===== src/rtl/line_writer.sv =====
// line_writer: packs character pairs into line memory and commits each line's {len,start} to a pointer table
// Ports: clk, rst (async, active-high); line_begin/line_idx open a line; in_valid/in_ready/lhs_in/rhs_in/in_last stream pairs;
// mem_we/mem_addr/mem_din write line memory; ptr_we/ptr_idx/ptr_data write the pointer table; clear frees memory;
// busy, overflow (sticky), empty_err (pulse) and which_state report status.
module line_writer #(
  parameter int MEM_WORDS = 1024
) (
  input  logic        clk,
  input  logic        rst,
  input  logic        line_begin,
  input  logic [7:0]  line_idx,
  input  logic        in_valid,
  output logic        in_ready,
  input  logic [7:0]  lhs_in,
  input  logic [7:0]  rhs_in,
  input  logic        in_last,
  output logic        mem_we,
  output logic [9:0]  mem_addr,
  output logic [15:0] mem_din,
  output logic        ptr_we,
  output logic [7:0]  ptr_idx,
  output logic [19:0] ptr_data,
  input  logic        clear,
  output logic        busy,
  output logic        overflow,
  output logic        empty_err,
  output logic [3:0]  which_state
);
  typedef enum logic [1:0] {IDLE, WRITE, COMMIT, DROP} state_t;
  state_t state, state_nx;
  logic [10:0] wr_ptr, count, start;
  logic [7:0]  line_q;
  logic        full, acc;
  assign full        = wr_ptr >= 11'(MEM_WORDS);
  assign in_ready    = (state == WRITE) && !full;
  assign acc         = in_valid && in_ready;
  assign busy        = state != IDLE;
  assign which_state = {2'b00, state};
  assign ptr_we      = (state == COMMIT) && (count != 11'd0);
  assign empty_err   = (state == COMMIT) && (count == 11'd0);
  always_ff @(posedge clk or posedge rst)
    if (rst) state <= IDLE;
    else     state <= state_nx;
  always_comb begin
    state_nx = state;
    case (state)
      IDLE:    state_nx = line_begin ? WRITE : IDLE;
      WRITE:   state_nx = (acc && in_last) ? COMMIT : (in_valid && full) ? DROP : WRITE;
      COMMIT:  state_nx = IDLE;
      DROP:    state_nx = (in_valid && in_last) ? IDLE : DROP;
      default: state_nx = IDLE;
    endcase
  end
  // The pointer entry is loaded on the edge that accepts the last pair, so it is
  // already valid during COMMIT; count before that increment equals final count-1.
  always_ff @(posedge clk or posedge rst)
    if (rst) begin
      wr_ptr   <= '0;
      count    <= '0;
      start    <= '0;
      line_q   <= '0;
      mem_we   <= 1'b0;
      mem_addr <= '0;
      mem_din  <= '0;
      ptr_idx  <= '0;
      ptr_data <= '0;
      overflow <= 1'b0;
    end else begin
      mem_we <= acc;
      if (acc) begin
        mem_addr <= wr_ptr[9:0];
        mem_din  <= {lhs_in, rhs_in};
        wr_ptr   <= wr_ptr + 11'd1;
        count    <= count + 11'd1;
      end
      if (acc && in_last) begin
        ptr_idx  <= line_q;
        ptr_data <= {count[9:0], start[9:0]};
      end
      if (state == IDLE && line_begin) begin
        line_q <= line_idx;
        start  <= wr_ptr;
        count  <= '0;
      end else if (state == IDLE && clear) begin
        wr_ptr   <= '0;
        overflow <= 1'b0;
      end
      if (state == WRITE && in_valid && full) overflow <= 1'b1;
      if (state == DROP && in_valid && in_last) wr_ptr <= start;
    end
endmodule


===== config.mk =====
export PLATFORM = sky130hd
export DESIGN_NAME = line_writer
export DESIGN_NICKNAME = d
export VERILOG_FILES = /design/src/rtl/line_writer.sv
export SDC_FILE = /design/constraint.sdc
export NUM_CORES = 1
export LEC_CHECK = 0
export ABC_AREA = 1
export CORE_MARGIN = 5
export CORE_UTILIZATION = 30
export CTS_BUF_LIST = sky130_fd_sc_hd__clkbuf_8
export DETAILED_ROUTE_END_ITERATION = 10
export DONT_BUFFER_PORTS = 1
export RECOVER_POWER = 25
export REMOVE_ABC_BUFFERS = 1
export SLEW_MARGIN = 20
export SYNTH_ARGS = -nofsm -noshare
export SYNTH_HDL_FRONTEND = slang
export SYNTH_SLANG_ARGS = --single-unit

===== constraint.sdc =====
create_clock -name clk -period 5.5 [get_ports clk]
set_input_delay 0.55 -clock clk [delete_from_list [all_inputs] [get_ports clk]]
set_output_delay 0.55 -clock clk [all_outputs]
set_load 0.05 [all_outputs]

==> results of run 1 <==
## cells in the final DEF (no fill, tap or decap), types with 3 or more instances in the layout
master | Yosys | routed
nor3_1 | 8 | 8
ha_1 | 4 | 4
nor2_1 | 23 | 23
o21ai_1 | 20 | 20
mux2_4 | 10 | 10
a21oi_1 | 3 | 3
nand3_1 | 26 | 26
nand2_1 | 167 | 167
nand4_1 | 8 | 8
inv_1 | 45 | 44
o21ai_0 | 36 | 36
clkbuf_8 | 0 | 9
dfrtp_1 | 99 | 99
## layout make-up
cell class                 instances  area [um^2]
fill                            1392         9313
clock buffer                       9        123.9
inverter                          46        173.9
sequential                        99         2477
tap                              180        225.2
timing repair buffer               3        20.02
clock inverter                     7        97.59
multi-input combinational        316         1504
## logic make-up after synthesis
family / share of synthesized area, %
simple gates: 22.86
flops: 57.74
buf+inv: 7.291
compound gates: 7.349
mux: 3.499
fa+ha+maj: 1.167
other cells: 0.08741
## layer usage
metal	part of all wire, %	global-route usage (%)
met1	43	14.30
met2	48	20.72
met3	8.2	5.441
met4	0.99	3.606
met5	0	0
## metrics by stage
step / power, uW / hold slack (ns)
2_1_floorplan: 2319 / 0.4490
3_3_place_gp: 2517 / 0.4579
3_5_place_dp: 2553 / 0.4716
4_1_cts: 3095 / 0.05543
5_1_grt: 3239 / 0.2446
6_report: 3044 / 0.2750
## how the worst min path moves through the flow
stage / slack (ns) / from / to
finish: 0.28 / line_idx[5] / line_q[5]
global route: 0.24 / line_idx[5] / line_q[5]
CTS: 0.06 / rst / line_q[4]
detailed placement: 0.47 / line_q[5] / line_q[5]
global placement: 0.46 / start[10] / wr_ptr[10]
floorplan: 0.45 / line_q[2] / line_q[2]
## power groups by stage
stage / Clock [uW] / Combinational, uW / Sequential [uW]
finish: 528 / 666 / 1850
global route: 577 / 767 / 1900
CTS: 553 / 679 / 1860
detailed placement: 0 / 674 / 1880
global placement: 0 / 647 / 1870
floorplan: 0 / 527 / 1790
## worst reg2reg max path, cell delays in order (launching register included)
cell     delay (ns)
dfrtp_1        0.77
nand2_1        0.19
nor2_4         0.35
nand2_2        0.69
mux2_4         0.54
## registers in the layout, indices dropped and copies added, names as in the netlist
register  cells
ptr_idx       8
mem_addr     10
count        11
overflow      1
mem_din      16
start        11
ptr_data     20
mem_we        1
state         2
wr_ptr       11
line_q        8
==> metrics.cfg, run 1 <==
[global_route]
antenna_found_initial = 0
grt_first_pass_wirelength_um = 16190
grt_pass1_vias = 3153
grt_use_total_pct = 12.34
grt_max_degree = 61
gr-total-overflow = 0

[pwr]
p_sw_share_pct = 51.82
power_frac_clock_pct = 17.3
peakVddDrop_mv = 0.2284
p_int_uw = 1467
combPwrFrac_pct = 21.9
leakagePower_uw = 0.002265
pwr_density_cell_nw_per_um2 = 658.6
p_seq_share_pct = 60.8
p_sw_uw = 1577

[layout]
final_area_um2 = 4622
drive_gt1_share_pct = 7.500
fin_cells = 660
antenna_cells = 0
area_delta_synth_final_pct = 7.728
nets = 509
fin_util_pct = 33.17

[synth]
yosys.cell_count.top_type = nand2_1
netlist-cell-type-count = 24
synth-async-reset-ratio_pct = 100.0
syn_inst = 481
synth_area_leaders = dfrtp_1 58%, nand2_1 15%, o21ai_0 4.2%
yosysWarnings = 0
synth-edff-count = 0
ys_ff_latch = 99
syn-mean-instance-area_um2 = 8.920
synthFlopType = dfrtp_1
yosysTopAreaCellShare_pct = 57.74
seq_area_frac_synth_pct = 57.74
synth_largest_area_cell = dfrtp_1
synth_commonest_cells = 167 x nand2_1, 99 x dfrtp_1, 45 x inv_1
synth.cell_area_um2 = 4290

[floorplanning]
num_rows = 43
die_h_um = 129.6
core-area_um2 = 13930
dieArea_um2 = 16790
pin_count = 94
die_x_um = 129.6
initial_utilization_pct = 30.79

[sta]
fmax_ghz = 0.3745
hold_viol_final = 0
final-setup-viol-count = 0
tightest_slew_ns = 1.743
finalCritPeriodShare_pct = 48.55
fin_ws_ns = 2.830
fin_worst_skew_ns = 0.01588
fin_tns_setup_ns = 0
timing.final.crit_period_ns = 2.670
rsz0062_at_grt = false
report.final.slew_viol_count = 41
maxSlewHeadroom_pct = -16.86

[placement]
dpl-instance-area_um2 = 4404
dp_hpwl_um = 6800
place_inst = 644
place_ws_ns = 2.861
routabilityCongestion = 0.8385
port_buffers = 0

[critical_path]
r2r_slack_ns = 2.84
critical_path_buf_inv_count = 1
r2r_start = state[0]
reg2reg_depth = 4
path_class = flip-flop to output port
slowest_delay_ns = 0.55
slowest_stage = and3_1
path_depth = 5
cp_data_required_time_ns = 4.95
crit_chain = inv_1, ha_1, nand3_1, nor3_1, and3_1
path_max_fanout = 5
startpoint = count[0]
path_delay_family = simple AND/OR/NAND/NOR gates
critical_path.endpoint_type = output port
start_kind = flip-flop
r2r_end = ptr_data[7]
cp-endpoint = empty_err
crit_arrival_ns = 2.12

[outcome]
status = finished, violations left
violations = capacitance limit, slew limit

[cts]
path_clk_slew_ns = 0.11
cts_buffer_depth = 2
cts_resized = 0
cts_hold_buf = 0
clock_sinks = 99
clock_tree.root_cell = clkbuf_8
clock_latency_ns = 0.38
tritoncts = built
post_cts_buffers = 0
cts_made_buffers = 9
htree_levels = 3

[routing]
drc_errors = 0
postRouteWirelength_um = 10150
drt-vias-per-instance = 4.603
final_antenna_net_count = 0
dr.pass1.iters = 6
drtIter0Drc = 185
wl_per_cell_um = 15.38
via_count = 3038

[flow_run]
drv_cap = 2

[hold_path]
hold_depth = 2
hp-class = input port to flip-flop

Power figures use the tool's default switching activity.
==> run 2, diff against run 1 <==
==> constraint.sdc (replaced) <==
create_clock -name clk -period 2.4 [get_ports clk]
set_input_delay 0.24 -clock clk [delete_from_list [all_inputs] [get_ports clk]]
set_output_delay 0.24 -clock clk [all_outputs]
set_load 0.05 [all_outputs]
==> run 2 against run 1 <==
  * The flow now finishes without violations
  * Critical path depth unchanged
  * Power increased by 130%
  * Clock-buffer cell count increased by 1
  * Setup slack got worse by 2.6 ns
  * Sequential power increased by 130%
  * Highest routed layer unchanged
  * Largest cell class unchanged
  * Sequential share of layout area decreased by 3.6 points
  * Register-to-register slack got worse by 2.4 ns
  * Clock skew decreased by 0.0065 ns
  * First-iteration DRC count increased by 31%
  * Via count increased by 5.3%
  * Combinational power increased to 2.6 times the previous value
==> metrics.cfg, run 2 (synthesis results as in run 1) <==
[floorplanning]
core-area_um2 = 13930
dieArea_um2 = 16790
pin_count = 94
num_rows = 43
die_h_um = 129.6
die_x_um = 129.6
initial_utilization_pct = 30.79

[global_route]
grt_use_total_pct = 12.65
grt_pass1_vias = 3266
antenna_found_initial = 0
gr-total-overflow = 0
grt_first_pass_wirelength_um = 16570
grt_max_degree = 53

[routing]
drc_errors = 0
drt-vias-per-instance = 4.610
via_count = 3199
dr.pass1.iters = 4
final_antenna_net_count = 0
postRouteWirelength_um = 10260
drtIter0Drc = 242
wl_per_cell_um = 14.79

[critical_path]
slowest_stage = and3_1
slowest_delay_ns = 0.52
crit_chain = inv_1, ha_1, nand3_1, nor3_1, and3_1
path_class = flip-flop to output port
cp_data_required_time_ns = 2.16
critical_path_buf_inv_count = 1
crit_arrival_ns = 1.98
start_kind = flip-flop
critical_path.endpoint_type = output port
path_delay_family = simple AND/OR/NAND/NOR gates
path_max_fanout = 5

[placement]
routabilityCongestion = 0.7658
place_ws_ns = 0.5917
port_buffers = 0
dp_hpwl_um = 6901

[layout]
final_cell_mix = 167 x nand2_1, 99 x dfrtp_1, 44 x inv_1
area_delta_synth_final_pct = 15.40
final_common_cell = nand2_1
reg.largest.list = ptr_data (20), mem_din (16)
drive_gt1_share_pct = 8.560
nets = 544
antenna_cells = 0
regMostFlops = ptr_data
largest_register_ffs = 20

[pwr]
peakVddDrop_mv = 0.3850
leakagePower_uw = 0.002423
power_uw = 7106
pwr_density_cell_nw_per_um2 = 1435

[sta]
rsz0062_at_grt = false
final-setup-viol-count = 0
finalCritPeriodShare_pct = 92.46
fmax_ghz = 0.4506
fin_worst_skew_ns = 0.009355
report.final.slew_viol_count = 0
fin_tns_setup_ns = 0
hold_viol_final = 0
tightest_slew_ns = 1.109
maxSlewHeadroom_pct = 25.94
fin_ws_ns = 0.1810
timing.final.crit_period_ns = 2.219

[cts]
post_cts_buffers = 0
path_clk_slew_ns = 0.10
htree_levels = 3
clock_tree.root_cell = clkbuf_8
clock_latency_ns = 0.37
tritoncts = built
clock_sinks = 99
cts_made_buffers = 9
cts_buffer_depth = 2

[outcome]
status = finished clean

[hold_path]
hp-class = input port to flip-flop

[flow_run]
drv_cap = 0

-- run 2: changes by cell type in the layout (fill, tap and decap cells not counted), sizes merged --
cell	before	now
buf	2	11
clkbuf	10	12
clkinv	1	2
clkinvlp	3	1
dlygate4sd3	0	25
inv	47	46
-- run 2: worst register-to-register path, delay by kind of cell, from the launching register on --
kind            cells  cell delay, ns
buf+inv             3            0.95
flops               1            0.37
simple gates        3            0.32
compound gates      2            0.18
-- run 2: path summary, 6_finish.rpt --
| path | from | to | slack (ns) | cells after the start |
|---|---|---|---|---|
| worst min-delay path | in_last | state[1] | 0.07 | 2 |
| min in group asynchronous | rst | ptr_idx[0] | 0.60 | 2 |
| worst min register to register | start[10] | wr_ptr[10] | 0.49 | 2 |
| worst max-delay path | count[0] | empty_err | 0.18 | 5 |
| worst max register to register | state[1] | wr_ptr[0] | 0.45 | 8 |
| max in group asynchronous | rst | line_q[6] | 0.42 | 3 |
-- run 2: cell type report --
class | instances | area, um^2
Fill cell | 1410 | 8984
Sequential cell | 99 | 2477
Inverter | 46 | 172.7
Tap cell | 180 | 225.2
Clock buffer | 10 | 137.6
Clock inverter | 5 | 77.57
Timing Repair Buffer | 38 | 356.6
Multi-Input combinational cell | 316 | 1504
-- run 2: metrics by stage --
stage,util (%),cell area (um^2),hold slack (ns),std cells
5_1_grt,35.53,4951,0.09941,694
6_report,35.53,4951,0.06966,694
3_5_place_dp,32.32,4504,0.2688,654
2_1_floorplan,-,4154,0.3496,461
3_3_place_gp,32.32,4504,0.2540,654
4_1_cts,35.66,4970,0.03833,694
-- run 2: layer usage --
layer	routed length, um	up-vias	GRT usage [%]	part of all wire [%]
met1	4549	1500	16.01	44
met3	816	22	3.916	8.0
met2	4544	99	19.44	44
met5	0	-	0	0
met4	354	0	6.601	3.4
li1	-	1578	-	-
-- run 2: what timing repair did --
action                                 in CTS  in global routing
resized for setup                           0                  0
hold buffers                               25                  0
endpoints found under the hold margin      75                  0
-- run 2: power by group --
group	internal, uW	switching, uW	leakage (uW)
combinational	616	1130	0.00101
sequential	2270	1900	0.00130
clock	607	579	0.000108
total	3490	3620	0.00242
